File: config.mk
export PLATFORM = sky130hd
export DESIGN_NAME = hdx_wire_ctrl
export DESIGN_NICKNAME = d
export VERILOG_FILES = /design/src/rtl/hdx_wire_ctrl.sv
export SDC_FILE = /design/constraint.sdc
export NUM_CORES = 1
export LEC_CHECK = 0
export CAP_MARGIN = 20
export CORE_MARGIN = 3
export CORE_UTILIZATION = 55
export CTS_CLUSTER_SIZE = 14
export DETAILED_ROUTE_END_ITERATION = 6
export GPL_TIMING_DRIVEN = 0
export PLACE_DENSITY = 0.81
export SYNTH_ARGS = -nofsm -noshare
export SYNTH_HDL_FRONTEND = slang
export SYNTH_SLANG_ARGS = --single-unit
File: constraint.sdc
create_clock -name CLK -period 2.5 [get_ports CLK]
set_clock_uncertainty 0.1 [all_clocks]
set_input_delay 0.5 -clock CLK [delete_from_list [all_inputs] [get_ports CLK]]
set_output_delay 0.5 -clock CLK [all_outputs]
set_load 0.05 [all_outputs]
File: src/rtl/hdx_wire_ctrl.sv
// Half-duplex single-wire controller: sends one UART-framed command byte through a
// clocked bidirectional pad buffer, releases the wire, optionally receives one reply byte.
// Latency: DONE at cycle 2+10*DIV after START (TX only); START is ignored while busy (no queueing).
// Ports:
//   CLK, RST          clock (rising edge), asynchronous active-high reset
//   START             begin transaction, sampled only in IDLE
//   TX_DATA, RX_EXPECT command byte / response-wanted flag, captured with START
//   PAD_O             registered wire value from the pad buffer
//   PAD_I, PAD_EN     pad buffer data and output enable (PAD_EN=1 drives the wire)
//   PAD_CE            pad buffer clock enable, 1 from the first clock after reset
//   BUSY, DONE        transaction in progress / one-cycle completion pulse
//   ERR, RX_DATA      00 ok, 01 RX timeout, 10 RX framing; last good received byte
module hdx_wire_ctrl #(
  parameter int DIV     = 4,   // CLK cycles per bit, >= 2
  parameter int TURN    = 2,   // bit periods of wire release before hunting, >= 1
  parameter int TIMEOUT = 16   // bit periods allowed to find a start bit
) (
  input  logic       CLK,
  input  logic       RST,
  input  logic       START,
  input  logic [7:0] TX_DATA,
  input  logic       RX_EXPECT,
  input  logic       PAD_O,
  output logic       PAD_I,
  output logic       PAD_EN,
  output logic       PAD_CE,
  output logic       BUSY,
  output logic       DONE,
  output logic [1:0] ERR,
  output logic [7:0] RX_DATA
);

  localparam int TO_MAX = ((TIMEOUT > TURN) ? TIMEOUT : TURN) * DIV;
  localparam int TO_W   = (TO_MAX > 1) ? $clog2(TO_MAX) : 1;
  localparam int CNT_W  = $clog2(DIV);

  localparam logic [CNT_W-1:0] CNT_BIT  = CNT_W'(DIV - 1);
  localparam logic [CNT_W-1:0] CNT_HALF = CNT_W'(DIV / 2 - 1);
  localparam logic [TO_W-1:0]  TO_TURN  = TO_W'(TURN * DIV - 1);
  localparam logic [TO_W-1:0]  TO_HUNT  = TO_W'(TIMEOUT * DIV - 1);

  typedef enum logic [2:0] {
    S_IDLE, S_PRE, S_TX, S_TURN, S_HUNT, S_RX, S_FIN
  } state_t;

  state_t           r_state, w_next;
  logic [CNT_W-1:0] r_cnt;
  logic [3:0]       r_bit;
  logic [TO_W-1:0]  r_to;
  logic [7:0]       r_tx;
  logic             r_rxe;
  logic [7:0]       r_sh;
  logic [1:0]       r_err;
  logic [7:0]       r_rx_data;
  logic             r_ce;

  logic       w_pad_i, w_pad_en, w_busy, w_done;
  logic       w_cnt0;
  logic [9:0] w_frame;

  assign w_cnt0  = (r_cnt == '0);
  assign w_frame = {1'b1, r_tx, 1'b0};

  always_ff @(posedge CLK or posedge RST) begin
    if (RST) r_state <= S_IDLE;
    else     r_state <= w_next;
  end

  // Outputs decode straight from the state register so an async reset
  // releases the wire and drops BUSY without waiting for a clock.
  always_comb begin
    w_next   = r_state;
    w_pad_i  = 1'b1;
    w_pad_en = 1'b0;
    w_busy   = 1'b1;
    w_done   = 1'b0;
    case (r_state)
      S_IDLE: begin
        w_busy = 1'b0;
        if (START) w_next = S_PRE;
      end
      // PAD_I=1 with the driver off loads the buffer's output register with
      // idle-high before PAD_EN rises.
      S_PRE: w_next = S_TX;
      S_TX: begin
        w_pad_en = 1'b1;
        w_pad_i  = w_frame[r_bit];
        if (w_cnt0 && r_bit == 4'd9) w_next = r_rxe ? S_TURN : S_FIN;
      end
      S_TURN: if (r_to == '0) w_next = S_HUNT;
      S_HUNT: begin
        if (!PAD_O)           w_next = S_RX;
        else if (r_to == '0)  w_next = S_FIN;
      end
      S_RX: begin
        if (w_cnt0) begin
          if (r_bit == 4'd0 && PAD_O) w_next = S_HUNT;  // start-bit glitch
          else if (r_bit == 4'd9)     w_next = S_FIN;
        end
      end
      S_FIN: begin
        w_busy = 1'b0;
        w_done = 1'b1;
        w_next = S_IDLE;
      end
      default: w_next = S_IDLE;
    endcase
  end

  always_ff @(posedge CLK or posedge RST) begin
    if (RST) begin
      r_cnt     <= '0;
      r_bit     <= '0;
      r_to      <= '0;
      r_tx      <= '0;
      r_rxe     <= 1'b0;
      r_sh      <= '0;
      r_err     <= 2'b00;
      r_rx_data <= '0;
      r_ce      <= 1'b0;
    end else begin
      r_ce <= 1'b1;
      case (r_state)
        S_IDLE: begin
          if (START) begin
            r_tx  <= TX_DATA;
            r_rxe <= RX_EXPECT;
            r_err <= 2'b00;
          end
        end
        S_PRE: begin
          r_cnt <= CNT_BIT;
          r_bit <= '0;
        end
        S_TX: begin
          if (w_cnt0) begin
            r_cnt <= CNT_BIT;
            if (r_bit == 4'd9) r_to  <= TO_TURN;
            else               r_bit <= r_bit + 4'd1;
          end else begin
            r_cnt <= r_cnt - 1'b1;
          end
        end
        S_TURN: begin
          if (r_to == '0) r_to <= TO_HUNT;
          else            r_to <= r_to - 1'b1;
        end
        // The timeout counter is frozen while a start bit is being verified
        // and resumes from where it was if that start turns out to be a glitch.
        S_HUNT: begin
          if (!PAD_O) begin
            r_cnt <= CNT_HALF;
            r_bit <= '0;
          end else if (r_to == '0) begin
            r_err <= 2'b01;
          end else begin
            r_to <= r_to - 1'b1;
          end
        end
        S_RX: begin
          if (w_cnt0) begin
            r_cnt <= CNT_BIT;
            if (r_bit == 4'd0) begin
              r_bit <= 4'd1;
            end else if (r_bit != 4'd9) begin
              r_sh  <= {PAD_O, r_sh[7:1]};  // LSB arrives first
              r_bit <= r_bit + 4'd1;
            end else if (PAD_O) begin
              r_rx_data <= r_sh;
              r_err     <= 2'b00;
            end else begin
              r_err <= 2'b10;
            end
          end else begin
            r_cnt <= r_cnt - 1'b1;
          end
        end
        default: ;
      endcase
    end
  end

  assign PAD_I   = w_pad_i;
  assign PAD_EN  = w_pad_en;
  assign PAD_CE  = r_ce;
  assign BUSY    = w_busy;
  assign DONE    = w_done;
  assign ERR     = r_err;
  assign RX_DATA = r_rx_data;

endmodule

After elaboration in Yosys (flattened, before gate mapping):

Cells that the tools add are included.

* eq/ne operators: 24
* $add $sub $neg: 3
* bitwise gates (word level): 2
* mux-type cells: 40
* reduce and logical (&&, ||, !) cells: 20
* magnitude comparators: 1

Operator list (count)
* 6-bit 2-to-1 mux: 5
* 3-bit 2-to-1 mux: 9
* 2-bit != test (second input constant): 13
* 4-bit 2-to-1 mux: 6
* 2-bit 2-to-1 mux: 9
* 3-bit one-hot mux with 6 select lines: 1
* 6-bit one-hot mux with 3 select lines: 1
* 4-bit one-hot mux with 4 select lines: 1
* 2-bit one-hot mux with 3 select lines: 2
* 6-bit AND reduction: 2
* 5-bit AND reduction: 2
* 3-bit == test (second input constant): 3
* 3-bit != test (second input constant): 3
* 3-bit nonzero test: 3
* 7-bit AND reduction: 1
* 3-bit by 2-bit == test with 1-bit output (second input constant): 2
* 6-bit zero test: 1
* 6-bit by 1-bit subtractor with 6-bit output (second input constant): 1
* 4-bit by 5-bit less-than comparator with 1-bit output (second input constant): 1
* 1-bit 2-to-1 mux: 5
* 4-bit by 1-bit adder with 4-bit output (second input constant): 1
* 1-bit binary-select mux with 4-bit select: 1
* 4-bit == test (second input constant): 1
* 4-bit zero test: 1
* 11 further kinds: 15

* output and inout port bits: 15
* flip-flop bits (word level): 43

Depth between registers and ports, before layout:

* word-level depth: 5
* gate-level depth with buffers: 7

Worst setup path before layout:

Ideal clock, no wire load.

* path kind: register to output
* start point: reg r_state[0]
* end point: out PAD_I
* slack: 0 ps
* data arrival time: 1900 ps
* data required time: 1900 ps
* stages on the path, launching flop included: 5
* buffers on the path: 1
* cells stage by stage: dfrtp_1 buf_4 or3b_2 inv_1 o211ai_1

* longest elaborated chain between the ends: 2

RTL lines
* from (decl): RTL line 46 `state_t r_state, w_next;`
* from (signal assigned): RTL line 66 `else r_state <= w_next;`
* 3-bit by 2-bit == test with 1-bit output: RTL line 77 `case (r_state)`
* 1-bit 2-to-1 mux: RTL line 77
* to (decl): RTL line 24 `output logic PAD_I,`

No other way between the ends.

Worst setup path in the final report:

Ends and elaborated chain as after synthesis.

==> out/metrics.cfg <==
[power_and_ir_drop]
power_density_nw_per_um2 = 1010
ir_drop_mv = 0.640
total_power_uw = 2790
leakagePower_uw = 0.00123

[synthesis]
yosysWarnings = 0
syn_avg_cell_area_um2 = 11.0
yosys.area.top_type = dfrtp_1
synthTopCellsByArea = dfrtp_1 45%, mux2_2 11%, o21ai_0 3.6%
yosys.area.top_type_share_pct = 45.4
synthesis.nets = 233
synth_cells = 215
synth_area_um2 = 2370
synth_seq_cells = 43
synth_flop_cell = dfrtp_1
async_flop_share_pct = 100
ys_types = 63
yosysSeqAreaShare_pct = 45.4
synth-edff-count = 0

[run_status]
status = finished, final reports clean

[critical_path]
reg2regPathDepth = 5
critPathCapture = PAD_I
worst_setup_path_start_kind = register
setup.worst_path.start = r_state[0]
required_ns = 1.90
crit_fanout = 10
end_kind = output port
critPathArrivalTime_ns = 1.83
timing.rr.start = r_bit[1]
path_class = reg -> out
r2r-end = RX_DATA[5]
rrSetupSlack_ns = 0.39

[layout]
syn_to_final_growth_pct = 16.9
diodes = 0
num-fill-cells = 323
layout-drive-gt1-share_pct = 25.0
nets = 265

[routing]
drtPass1Iterations = 4
drtIter0Drc = 113
drc = 0
met2WireLength_mm = 2.16
wire_per_inst_um = 15.4
met1_length_mm = 2.11
met3_length_um = 241
drt_wl_total_mm = 4.58
highest_layer = met4
vias = 1748
vias_per_cell = 5.87
drtAntennaViolNets = 0

[sta]
hold_violations = 0
finalCriticalPeriod_ns = 2.43
clock.fmax_mhz = 411
setup_ws_ns = 0.0686
setup_viol = 0
slew_headroom_pct = 41.2
rsz0062_at_grt = yes
worst_pin_slew_ns = 0.880
slew_violations = 0
period_share_pct = 97.3

[global_routing]
grt_pass1_vias = 1792
overflow = 0
grt_usage_pct = 19.7
grt_pass1_wl_mm = 7.97
grt_max_degree = 44
antenna_found_initial = 0

[clock_network]
root_buffer = clkbuf_8
cts_tree = done
insertion_delay_ns = 0.30
clkSinkCount = 43
htree_levels = 2
cts_buffers = 5
cts_hold_buf = 0
clockBufferDepth = 2
clk_pin_slew_ns = 0.08

[floorplanning]
die_h_um = 71.6
rows = 23
core_um2 = 4090
start_util_pct = 58.0
die-area_um2 = 5130
die_w_um = 71.6
ioPinCount = 28

[hold_path]
hp-class = reg -> reg

[placed_design]
pre_cts_slack_ns = -0.319
routabilityCongestion = 0.847
place_hpwl_mm = 3.20
portBuffers = 26

[job]
maxCapViolCount = 0

==> cell families after synthesis <==
logic type / Yosys count / synth area share [%]
AND/OR/NAND/NOR: 59 / 16.3
AO/OA/AOI/OAI: 54 / 15.5
flip-flops: 43 / 45.4
multiplexers: 28 / 14.0
buffers and inverters: 23 / 5.23
adder cells (fa/ha/maj): 5 / 2.64
XOR/XNOR: 2 / 0.739
other: 1 / 0.158
==> layout by cell type, fill, tap and decap left out, types with 3 or more instances in the layout <==
cell	Yosys	routed
dfrtp_1	43	42
mux2_2	23	23
clkdlybuf4s50_1	0	22
o21ai_0	17	17
inv_1	11	9
nand3_1	8	8
a21oi_1	7	7
nor2_1	7	7
clkbuf_8	1	6
nand2_1	6	6
buf_2	3	5
o211ai_1	5	5
ha_1	5	5
nand3b_1	4	4
nor3_1	4	4
a22oi_1	4	4
buf_4	3	3
nor3b_1	3	3
nor2b_1	4	3
o22ai_1	3	3
a22o_1	3	3
==> worst max-delay path: stages (launching register included) <==
cell and delay, ns:
dfrtp_1 0.41, buf_4 0.18, or3b_2 0.50, inv_2 0.11, o211ai_1 0.10, buf_2 0.23
==> metal layers <==
layer / track usage, % / vias up
met5: 0 / -
met4: 8.56 / 0
met3: 4.91 / 9
met2: 31.9 / 46
met1: 25.1 / 838
li1: - / 855
==> report_power, final <==
group          internal (uW)  switching (uW)
sequential               869             146
combinational            596             749
clock                    195             237
total                   1660            1130
==> per-stage QoR <==
stage	cells	cell area, um^2	TNS (ns)	hold slack, ns	utilization, %
floorplan	215	2370	0	0.362	-
global placement	291	2690	-0.634	0.384	65.9
detailed placement	291	2690	-0.680	0.396	65.9
CTS	298	2780	-0.354	0.412	67.9
global route	298	2770	-0.00983	0.424	67.8
finish	298	2770	0	0.407	67.8
==> area by class of cell <==
type	instances	area [um^2]	share of cell area, %
clock inverters	2	12.5	0.452
multi-input cells	149	1180	42.5
inverters	12	48.8	1.76
repair buffers	26	244	8.81
plain buffers	10	75.1	2.71
flip-flops and latches	43	1080	38.9
clock buffers	6	72.6	2.62
well taps	50	62.6	2.26
==> registers in the layout (all words and copies together) (netlist names) <==
name	cells
ERR	2
PAD_CE	1
RX_DATA	8
r_bit	4
r_cnt	2
r_rxe	1
r_sh	8
r_state	3
r_to	6
r_tx	8
==> worst min-delay path by stage <==
stage          startpoint          to  slack (ns)  cells after the start
2_1_floorplan     r_sh[7]     r_sh[7]        0.36                      2
3_5_place_dp   RX_DATA[0]  RX_DATA[0]        0.40                      1
3_3_place_gp      r_tx[5]     r_tx[5]        0.38                      1
4_1_cts          r_cnt[0]    r_cnt[0]        0.41                      2
6_report         r_cnt[0]    r_cnt[0]        0.41                      2
5_1_grt        RX_DATA[2]  RX_DATA[2]        0.42                      1
==> synth_stat cells, drive strengths merged (2+ instances only) <==
master,number
a211o,2
a21oi,7
a22o,3
a22oi,4
and2,2
and3,2
and3b,3
buf,7
clkbuf,4
dfrtp,43
ha,5
inv,11
mux2,25
mux2i,2
nand2,6
nand3,8
nand3b,4
nor2,7
nor2b,4
nor3,5
nor3b,4
o211ai,5
o21ai,17
o22ai,3
o2bb2ai,2
o32ai,2
or3,2
or3b,2
or4,2
xnor2,2
==> repair_timing <==
| action | 4_1_cts | 5_1_grt |
|---|---|---|
| setup buffers | 0 | 0 |
| setup endpoints to repair | 4 | 4 |
| gates resized for setup | 8 | 10 |
No activity file was read; power rests on OpenSTA's default activity.
